<file path="src/rtl/irq_sequencer.sv">
// Interrupt sequencer for the 5-stage core: edge-detects key/Ethernet lines, waits for a
// safe decode slot, redirects fetch into the ISR and back to the saved PC on rti.
module irq_sequencer #(
    parameter logic [31:0] KEY_VECTOR = 32'h0000_0100,
    parameter logic [31:0] ETH_VECTOR = 32'h0000_0200
) (
    input  logic        clk,
    input  logic        rst_n,
    input  logic        interrupt_key,
    input  logic        interrupt_eth,
    input  logic [31:0] key_data,
    input  logic [31:0] eth_data,
    input  logic        dec_valid,
    input  logic [31:0] pc_dec,
    input  logic        branch_ex,
    input  logic        stall,
    input  logic        rti,
    input  logic        rsi,
    output logic        redirect,
    output logic [31:0] redirect_pc,
    output logic        flush,
    output logic        in_isr,
    output logic [1:0]  pending,
    output logic [1:0]  overrun,
    output logic [31:0] rdi_data,
    output logic [31:0] epc
);

    typedef enum logic [2:0] {S_IDLE, S_WAIT, S_ENTER, S_ISR, S_RETURN} state_t;

    state_t      state_q, state_d;
    logic [1:0]  line_q, line_d;
    logic [1:0]  line_prev_q, line_prev_d;
    logic [31:0] key_smp_q, key_smp_d;
    logic [31:0] eth_smp_q, eth_smp_d;
    logic [31:0] key_pay_q, key_pay_d;
    logic [31:0] eth_pay_q, eth_pay_d;
    logic [1:0]  pending_q, pending_d;
    logic [1:0]  overrun_q, overrun_d;
    logic        ie_q, ie_d;
    logic [31:0] epc_q, epc_d;
    logic [31:0] rdi_data_q, rdi_data_d;
    logic        redirect_q, redirect_d;
    logic [31:0] redirect_pc_q, redirect_pc_d;
    logic        in_isr_q, in_isr_d;
    logic [1:0]  rise;
    logic [1:0]  clr;
    logic        safe;

    always_comb begin
        state_d       = state_q;
        line_d        = {interrupt_eth, interrupt_key};
        line_prev_d   = line_q;
        key_smp_d     = key_data;
        eth_smp_d     = eth_data;
        key_pay_d     = key_pay_q;
        eth_pay_d     = eth_pay_q;
        epc_d         = epc_q;
        rdi_data_d    = rdi_data_q;
        ie_d          = ie_q | (rsi & ~stall);
        rise          = line_q & ~line_prev_q;
        clr           = 2'b00;
        safe          = dec_valid & ~branch_ex & ~stall;

        case (state_q)
            S_IDLE:   if ((|pending_q) && ie_q) state_d = S_WAIT;
            S_WAIT: begin
                if (safe) begin
                    state_d = S_ENTER;
                    epc_d   = pc_dec;
                    if (pending_q[1]) begin
                        clr        = 2'b10;
                        rdi_data_d = eth_pay_q;
                    end else begin
                        clr        = 2'b01;
                        rdi_data_d = key_pay_q;
                    end
                end
            end
            S_ENTER:  state_d = S_ISR;
            S_ISR:    if (rti && !stall) state_d = S_RETURN;
            S_RETURN: state_d = (|pending_q) ? S_WAIT : S_IDLE;
            default:  state_d = S_IDLE;
        endcase

        // A new edge on the source being entered re-arms it rather than counting as overrun
        pending_d = (pending_q & ~clr) | rise;
        overrun_d = (overrun_q & ~clr) | (rise & pending_q & ~clr);
        if (rise[0] && (!pending_q[0] || clr[0])) key_pay_d = key_smp_q;
        if (rise[1] && (!pending_q[1] || clr[1])) eth_pay_d = eth_smp_q;

        redirect_d    = (state_d == S_ENTER) || (state_d == S_RETURN);
        in_isr_d      = (state_d == S_ISR);
        redirect_pc_d = 32'h0;
        if (state_d == S_ENTER)       redirect_pc_d = pending_q[1] ? ETH_VECTOR : KEY_VECTOR;
        else if (state_d == S_RETURN) redirect_pc_d = epc_q;
        if (state_d == S_IDLE) rdi_data_d = 32'h0;
    end

    always_ff @(posedge clk or negedge rst_n) begin
        if (!rst_n) begin
            state_q       <= S_IDLE;
            line_q        <= 2'b00;
            line_prev_q   <= 2'b00;
            key_smp_q     <= 32'h0;
            eth_smp_q     <= 32'h0;
            key_pay_q     <= 32'h0;
            eth_pay_q     <= 32'h0;
            pending_q     <= 2'b00;
            overrun_q     <= 2'b00;
            ie_q          <= 1'b0;
            epc_q         <= 32'h0;
            rdi_data_q    <= 32'h0;
            redirect_q    <= 1'b0;
            redirect_pc_q <= 32'h0;
            in_isr_q      <= 1'b0;
        end else begin
            state_q       <= state_d;
            line_q        <= line_d;
            line_prev_q   <= line_prev_d;
            key_smp_q     <= key_smp_d;
            eth_smp_q     <= eth_smp_d;
            key_pay_q     <= key_pay_d;
            eth_pay_q     <= eth_pay_d;
            pending_q     <= pending_d;
            overrun_q     <= overrun_d;
            ie_q          <= ie_d;
            epc_q         <= epc_d;
            rdi_data_q    <= rdi_data_d;
            redirect_q    <= redirect_d;
            redirect_pc_q <= redirect_pc_d;
            in_isr_q      <= in_isr_d;
        end
    end

    assign redirect    = redirect_q;
    assign flush       = redirect_q;
    assign redirect_pc = redirect_pc_q;
    assign in_isr      = in_isr_q;
    assign pending     = pending_q;
    assign overrun     = overrun_q;
    assign rdi_data    = rdi_data_q;
    assign epc         = epc_q;

endmodule

</file>
<file path="config.mk">
export PLATFORM = sky130hd
export DESIGN_NAME = irq_sequencer
export DESIGN_NICKNAME = d
export VERILOG_FILES = /design/src/rtl/irq_sequencer.sv
export SDC_FILE = /design/constraint.sdc
export NUM_CORES = 1
export LEC_CHECK = 0
export ABC_AREA = 0
export CAP_MARGIN = 10
export CORE_MARGIN = 10
export CORE_UTILIZATION = 50
export CTS_CLUSTER_SIZE = 30
export DETAILED_ROUTE_END_ITERATION = 16
export PLACE_DENSITY = 0.86
export SETUP_SLACK_MARGIN = 0.3
export SYNTH_ARGS = -nofsm -noshare
export SYNTH_HDL_FRONTEND = slang
export SYNTH_SLANG_ARGS = --single-unit
</file>
<file path="constraint.sdc">
create_clock -name clk -period 2 [get_ports clk]
set_clock_uncertainty 0.1 [all_clocks]
set_input_delay 0.3 -clock clk [delete_from_list [all_inputs] [get_ports clk]]
set_output_delay 0.3 -clock clk [all_outputs]
set_load 0.01 [all_outputs]
</file>
# Word-level counts from Yosys, hierarchy flattened
# Cells that the tools add are included.
totals:
  reg_bits: 238
  output_inout_bits: 103
  in_bits: 105
  word_cells: 69
op_classes:
  bitwise_logic: 15
  n_reduce_logical: 17
  eq_ne: 7
  mux: 15
ops:
  columns: ["op", "n"]
  rows:
  - ["$mux 32", 6]
  - ["$pmux 3 s5", 1]
  - ["$eq 3x2->1 const B", 4]
  - ["$and 2x2->2", 5]
  - ["$mux 10", 1]
  - ["$mux 3", 3]
  - ["$eq 3x3->1 const B", 2]
  - ["$logic_not 3->1", 2]
  - ["$mux 2", 3]
  - ["$logic_and 1x1->1", 4]
  - ["$not 2->2", 2]
  - ["$or 2x2->2", 2]
  - ["$reduce_and 2->1", 2]
  - ["$reduce_bool 2->1", 2]
  - ["$and 1x1->1", 3]
  - ["$eq 3x1->1 const B", 1]
  - ["$logic_not 1->1", 3]
  - ["$logic_or 1x1->1", 3]
  - ["$not 1->1", 2]
  - ["$reduce_or 2->1", 1]
  - ["$mux 1", 1]
  - ["$or 1x1->1", 1]

# Logic depth before layout (Yosys ltp)
# Gate-level depths: netlist (run 1).
depth:
  depth_word: 8
  ltp_mapped: 6
  depth_no_buf: 3

# Worst setup path before layout (run 1)
# OpenSTA, ideal clock, no wires.
synth_timing:
  kind: "reg2reg"
  from: "reg state_q[2]"
  to: "reg epc_q[28], in the netlist epc[28]"
  period_less_slack_ps: 1734
  path_buffers: 1
  setup_ps: 125
  path_stages_with_launch: 5
  arrival_ps: 1509
  setup_slack_ps: 266
  t_required_ps: 1775
  cell_sequence: "dfrtp_1 > or3b_4 > nor2_4 > buf_2 > mux2_2"
synth_between:
  elab_chain_len: 2
synth_rtl:
  columns: ["item", "line", "source"]
  rows:
  - ["start: declaration", "31", "state_t state_q, state_d;"]
  - ["start signal: assignment", "118", "state_q <= state_d;"]
  - ["$eq 3x1->1", "65", "case (state_q)"]
  - ["$reduce_and 2->1 (no source line)", null, null]
  - ["end signal: assignment", "128", "epc_q <= epc_d;"]
  - ["end: declaration", "41", "logic [31:0] epc_q, epc_d;"]
# Every way passes these cells.
# A chain may end at the register's enable or synchronous reset.

# Worst setup path in the final report (run 1)
layout_timing:
  from: "reg state_q[2]"
  to: "reg key_pay_q[18]"
layout_between:
  elab_chain_len: 4
layout_rtl:
  columns: ["item", "line", "source"]
  rows:
  - ["$eq 3x1->1", "65", null]
  - ["$mux 2", "65", null]
  - ["$logic_or 1x1->1", "89", "if (rise[0] && (!pending_q[0] || clr[0])) key_pay_d = key_smp_q;"]
  - ["$logic_and 1x1->1", "89", null]
  - ["end signal: assignment", "123", "key_pay_q <= key_pay_d;"]
  - ["end: declaration", "36", "logic [31:0] key_pay_q, key_pay_d;"]
# Every way passes these cells.

==> flow_summary.toml, run 1 <==
[finish]
fillCellCount = 991
multi_input_area_um2 = 3173
drive_gt1_frac = 0.2883
n_antenna_cell = 0
seq_area_um2 = 5957
final_net_count = 972
area_growth_pct = 51.08

[clocking]
cts_buffers = 24
cts.sinks = 238
insertion_delay_ps = 510
cts_tree = "done"
clkTransAtPathRegs_ps = 60
h-tree-depth = 1
cts_root_buffer = "clkbuf_16"
clock_path_buffers = 3

[timing]
max_slew_margin = 0.5171
rsz0062_at_grt = "yes"
setup_violations = 0
finalMaxSlewViolations = 0
finalHoldViolations = 0
clock.fmax_ghz = 0.5275
period_minus_slack_ps = 1896
min_period_over_period = 0.9479
hold_ws_ps = 125.4
layout_setup_ws_ps = 104.2
tightest_slew_ps = 724.4

[worst_setup_path]
cp.required_ps = 2320
crit_family = "compound AO/OA/AOI/OAI gates"
worstSetupStartpointType = "flip-flop"
path_class = "reg -> reg"
crit_slowest_cell = "or3b_4"
crit_fanout = 10
r2r_end = "key_pay_q[18]$_DFFE_PN0P_"
cp.buffers_inverters = 2
r2r-start = "state_q[2]$_DFF_PN0_"
max_stage_delay_ps = 410
path_cells = "or3b_4 -> buf_6 -> o31a_4 -> buf_12 -> o22ai_2"
cp.depth = 5
end_kind = "flip-flop"
worst-r2r-setup-slack_ps = 100
ff2ff_path_depth = 5
critPathArrivalTime_ps = 2210

[grt]
grt_pass1_vias = 6656
grt.total_usage = 0.2112
grt_max_degree = 54
grt_antenna_before_repair = 0
grt_pass1_wl_um = 39730
gr-total-overflow = 0

[drt]
wl_met1_um = 10450
avgViaCountPerCell = 5.600
top_layer = "met4"
wl_per_cell_um = 25.06
vias = 6194
drt-pass1-iter-count = 4
wl_met2_um = 14110
drt_wl_total_um = 27720
wl_met3_um = 2302
drc = 0
drtIter0Drc = 467
final_antenna_net_count = 0

[synthesis]
ys_seq_area_frac = 0.6787
syn_area_um2 = 8775
ys_ff_latch = 238
avgSynthCellArea_um2 = 14.41
synth-edff-count = 0
ys_warn_count = 0
ys.flop_type = "dfrtp_1"
mappedNetlistNets = 714
ys_types = 37
syn_inst = 609
ys_async_sr_fraction = 1.000

[power]
cellLeakagePower_nw = 6.470
ir_worst_vdd_mv = 0.8628
finalPower_w = 0.01850
p_per_area_nw_per_um2 = 1395

[place]
place_ws_ps = -229.9
hpwl_um = 16210
routabilityCongestion = 0.8279
port_buffers = 207

[die]
placementRows = 48
ioPinCount = 208
die-area_um2 = 23250
die_w_um = 152.5
die_h_um = 152.5
initial_core_util = 0.5091
core_um2 = 17240

[worst_hold_path]
whs_endpoint = "eth_smp_q[5]$_DFF_PN0_"
hp-class = "in -> reg"
whs_path_depth = 1
worstHoldStart = "eth_data[5]"

[job]
cap_violations = 0

[run_status]
status = "completed"
placed cells by master (no fill, tap or decap), drive strengths merged, types with 2 or more instances in the layout:
cell	instances
a221oi	32
a21o	2
buf	63
or2	2
a22o	2
inv	3
mux2i	32
o22ai	32
nand2	65
and2	30
a21oi	36
bufinv	2
nor2	4
dlygate4sd2	101
or3b	3
dfrtp	238
o21ai	3
clkbuf	39
clkinvlp	2
mux2	64
clkdlybuf4s50	103
nor2b	4
nor3b	2
clkinv	5
routing by layer:
metal,track usage,up-vias
li1,-,2669
met1,0.2614,3142
met2,0.3534,316
met3,0.05701,67
met4,0.06676,0
met5,0,-
registers in the layout, indices dropped and copies added (netlist names):
signal / cells
epc: 32
eth_pay_q: 32
eth_smp_q: 32
flush: 1
ie_q: 1
in_isr: 1
key_pay_q: 32
key_smp_q: 32
line_prev_d: 2
line_prev_q: 2
overrun: 2
pending: 2
rdi_data: 32
redirect_pc: 32
state_q: 3
synthesized netlist by cell type (3+ instances only):
master,count,share of area
a21oi_1,36,0.021
nor2_1,3,0.0013
and2_1,30,0.021
nor2b_1,4,0.0029
buf_4,5,0.0043
mux2_2,60,0.077
clkbuf_1,21,0.0090
buf_6,3,0.0038
inv_1,3,0.0013
buf_2,15,0.0086
mux2i_1,32,0.037
o22ai_2,30,0.043
dfrtp_1,238,0.68
mux2_1,4,0.0051
nand2_1,65,0.028
a221oi_1,32,0.032
worst reg2reg max path: stages, from the launching register on:
cell,delay [ps]
dfrtp_1,400
or3b_4,410
buf_6,140
o31a_4,370
buf_12,190
o22ai_2,190
power by group:
group	leakage (nW)	internal (W)	total, W	switching [W]
clock	0.370	0.00257	0.00438	0.00181
combinational	3.15	0.00344	0.00673	0.00328
sequential	2.95	0.00630	0.00739	0.00110
total	6.47	0.0123	0.0185	0.00618
metrics by stage:
stage / TNS [ps] / instances / util / area (um2)
after floorplan: 0 / 609 / - / 8777
after global placement: -16500 / 1032 / 0.6602 / 11380
after detailed placement: -21920 / 1032 / 0.6602 / 11380
after CTS: 0 / 1091 / 0.7252 / 12500
after global routing: 0 / 1106 / 0.7691 / 13260
final: 0 / 1106 / 0.7691 / 13260
worst max-delay path by stage:
stage	start	to	slack, ps
after floorplan	state_q[2]$_DFF_PN0_	epc[10]$_DFFE_PN0P_	290
after global placement	branch_ex	epc[25]$_DFFE_PN0P_	-150
after detailed placement	branch_ex	epc[25]$_DFFE_PN0P_	-230
after CTS	pending[1]$_DFF_PN0_	pending[1]	110
after global routing	state_q[1]$_DFF_PN0_	key_pay_q[18]$_DFFE_PN0P_	90
final	state_q[2]$_DFF_PN0_	key_pay_q[18]$_DFFE_PN0P_	100
final cells by class:
| class | count | area share |
|---|---|---|
| Inverter | 3 | 0.0008495 |
| Sequential cell | 238 | 0.4494 |
| Tap cell | 225 | 0.02124 |
| Multi-Input combinational cell | 322 | 0.2394 |
| Timing Repair Buffer | 278 | 0.2314 |
| Clock inverter | 9 | 0.008117 |
| Clock buffer | 31 | 0.04965 |
kinds of logic (layout without fill, tap and decap cells):
group | count (synthesis) | in the layout | share of synthesized area
flops | 238 | 238 | 0.6787
simple gates | 115 | 115 | 0.06688
compound gates | 111 | 111 | 0.1079
mux | 96 | 96 | 0.1186
buf+inv | 49 | 321 | 0.02781
timing repair:
action | CTS | global route
pin swaps | 19 | 39
resized for setup | 154 | 90
cloned | 7 | 9
hold buffers | 1 | 0
endpoints found under the setup margin | 237 | 139
buffers inserted | 11 | 6
endpoints found under the hold margin | 62 | 0
Note: power is estimated with default switching activity, not from simulation.
==> inputs of run 2 (changes only) <==
--- a/config.mk
+++ b/config.mk
@@ -11,6 +11,7 @@
 export CORE_UTILIZATION = 50
 export CTS_CLUSTER_SIZE = 30
 export DETAILED_ROUTE_END_ITERATION = 16
+export GPL_TIMING_DRIVEN = 0
 export PLACE_DENSITY = 0.86
 export SETUP_SLACK_MARGIN = 0.3
 export SYNTH_ARGS = -nofsm -noshare
==> flow_summary.toml, run 2 (same netlist as run 1, synthesis figures left out) <==
[timing]
clock.fmax_ghz = 0.5195
setup_violations = 0
finalHoldViolations = 65
tns_ps = 0
min_period_over_period = 0.9625
max_slew_margin = 0.6464
rsz0062_at_grt = "yes"
hold_ws_ps = -375.3
tightest_slew_ps = 526.9
period_minus_slack_ps = 1925
finalMaxSlewViolations = 0

[worst_setup_path]
crit_start = "state_q[2]$_DFF_PN0_"
max_stage_delay_ps = 440
r2r-start = "state_q[2]$_DFF_PN0_"
crit_slowest_cell = "dfrtp_2"
path_cells = "or3b_4 -> buf_6 -> o31a_4 -> buf_12 -> or2_2"
end_kind = "flip-flop"
worstSetupStartpointType = "flip-flop"
cp.buffers_inverters = 2
crit_fanout = 4
cp.required_ps = 2280
critPathArrivalTime_ps = 2210
path_class = "reg -> reg"
cp.depth = 5
crit_family = "simple AND/OR/NAND/NOR gates"
ff2ff_path_depth = 5

[clocking]
insertion_delay_ps = 510
clock_path_buffers = 3
clkTransAtPathRegs_ps = 60
h-tree-depth = 1
cts.sinks = 238
cts_root_buffer = "clkbuf_16"
cts_tree = "done"
cts_buffers = 24

[power]
pwr-share-clk = 0.232
combPwrFrac = 0.362
p_per_area_nw_per_um2 = 1378
internal_power_w = 0.01221
p_sw_frac = 0.3245
cellLeakagePower_nw = 6.373
p_sw_w = 0.005866
ir_worst_vdd_mv = 0.8450
seqPwrFrac = 0.407

[drt]
drt-pass1-iter-count = 4
avgViaCountPerCell = 5.467
wl_per_cell_um = 22.75
final_antenna_net_count = 0
drt_wl_total_um = 25620
vias = 6156
drc = 0
drtIter0Drc = 308

[grt]
grt_max_degree = 103
grt.total_usage = 0.2116
grt_pass1_vias = 6700
gr-total-overflow = 0
grt_antenna_before_repair = 2
grt_pass1_wl_um = 39570

[job]
cap_violations = 0

[worst_hold_path]
hp-class = "in -> async"

[run_status]
status = "complete, but fails checks"
violations = "hold timing"

[die]
initial_core_util = 0.5091
die_h_um = 152.5
die_w_um = 152.5
placementRows = 48
ioPinCount = 208
core_um2 = 17240
die-area_um2 = 23250

[place]
routabilityCongestion = 0.8815
port_buffers = 207
hpwl_um = 16450
dp.cells = 1043

[finish]
final_cells = 1126
area_growth_pct = 49.49
final_common_cell = "dfrtp_1"
mostFrequentLayoutCells = "235 x dfrtp_1, 102 x clkdlybuf4s50_1, 101 x dlygate4sd2_1, 64 x nand2_1, 37 x mux2_4"
final_net_count = 995
fillCellCount = 1003
drive_gt1_frac = 0.2978
run 2: changes by cell type in the layout (fill, tap and decap cells not counted), moves of 6 or more:
cell / previous run / this run
clkbuf_16: 33 / 27
mux2_2: 1 / 27
clkbuf_2: 0 / 9
mux2_4: 63 / 37
buf_4: 24 / 13
buf_12: 20 / 12
buf_8: 3 / 14
buf_6: 9 / 24
run 2: layout make-up:
type                       instances  area (um2)  area share
antenna                            1       2.502   0.0001908
buffer                            46       414.1     0.03157
clock buffer                      31       678.2     0.05170
clock inverter                     5       50.05    0.003815
inverter                           3       11.26   0.0008584
multi-input combinational        322        3007      0.2292
sequential                       238        5959      0.4543
tap                              225       281.5     0.02146
timing repair buffer             255        2714      0.2069
run 2: path summary, 6_finish.rpt:
| path | end | slack [ps] |
|---|---|---|
| setup / recovery | pending[0]$_DFF_PN0_ | 80 |
| hold / removal | redirect_pc[19]$_DFF_PN0_ | -380 |
| setup reg to reg | pending[0]$_DFF_PN0_ | 80 |
| hold reg to reg | line_prev_q[1]$_DFF_PN0_ | 310 |
| max in group asynchronous | eth_pay_q[28]$_DFFE_PN0P_ | 940 |
| min in group clk | eth_smp_q[28]$_DFF_PN0_ | 130 |
run 2: worst register-to-register path, stage by stage (launching register included):
cell,delay [ps]
dfrtp_2,440
or3b_4,410
buf_6,130
o31a_4,310
buf_12,140
or2_2,270
run 2: power groups by stage:
stage / clock (W) / combinational (W) / sequential [W]
floorplan: 0 / 0.00246 / 0.00737
global placement: 0 / 0.00515 / 0.00729
detailed placement: 0 / 0.00533 / 0.00734
CTS: 0.00426 / 0.00621 / 0.00729
global route: 0.00446 / 0.00695 / 0.00751
finish: 0.00419 / 0.00654 / 0.00735
run 2: per-layer routing:
metal,routed length (um),global-route usage,vias up
met5,10,0,-
li1,-,-,2720
met4,614,0.05995,2
met3,1964,0.06238,46
met1,10200,0.2598,3126
met2,12840,0.3557,262
run 2: metrics by stage:
stage               hold slack (ps)  power [W]  instance area [um2]  utilization  worst slack, ps
global placement              273.0    0.01244                11130       0.6458            -9146
global route                 -350.3    0.01892                13120       0.7609            37.64
floorplan                    -95.59   0.009826                 8777            -            288.5
finish                       -375.3    0.01808                13120       0.7610            75.08
CTS                          -360.3    0.01776                12910       0.7488            96.22
detailed placement            171.1    0.01267                11190       0.6492           -502.1
run 2: timing repair:
action	CTS	global route
cloned	11	2
buffers inserted	29	4
gates resized for setup	270	29
endpoints found under the hold margin	65	65
pin swaps	33	12
endpoints found under the setup margin	264	167
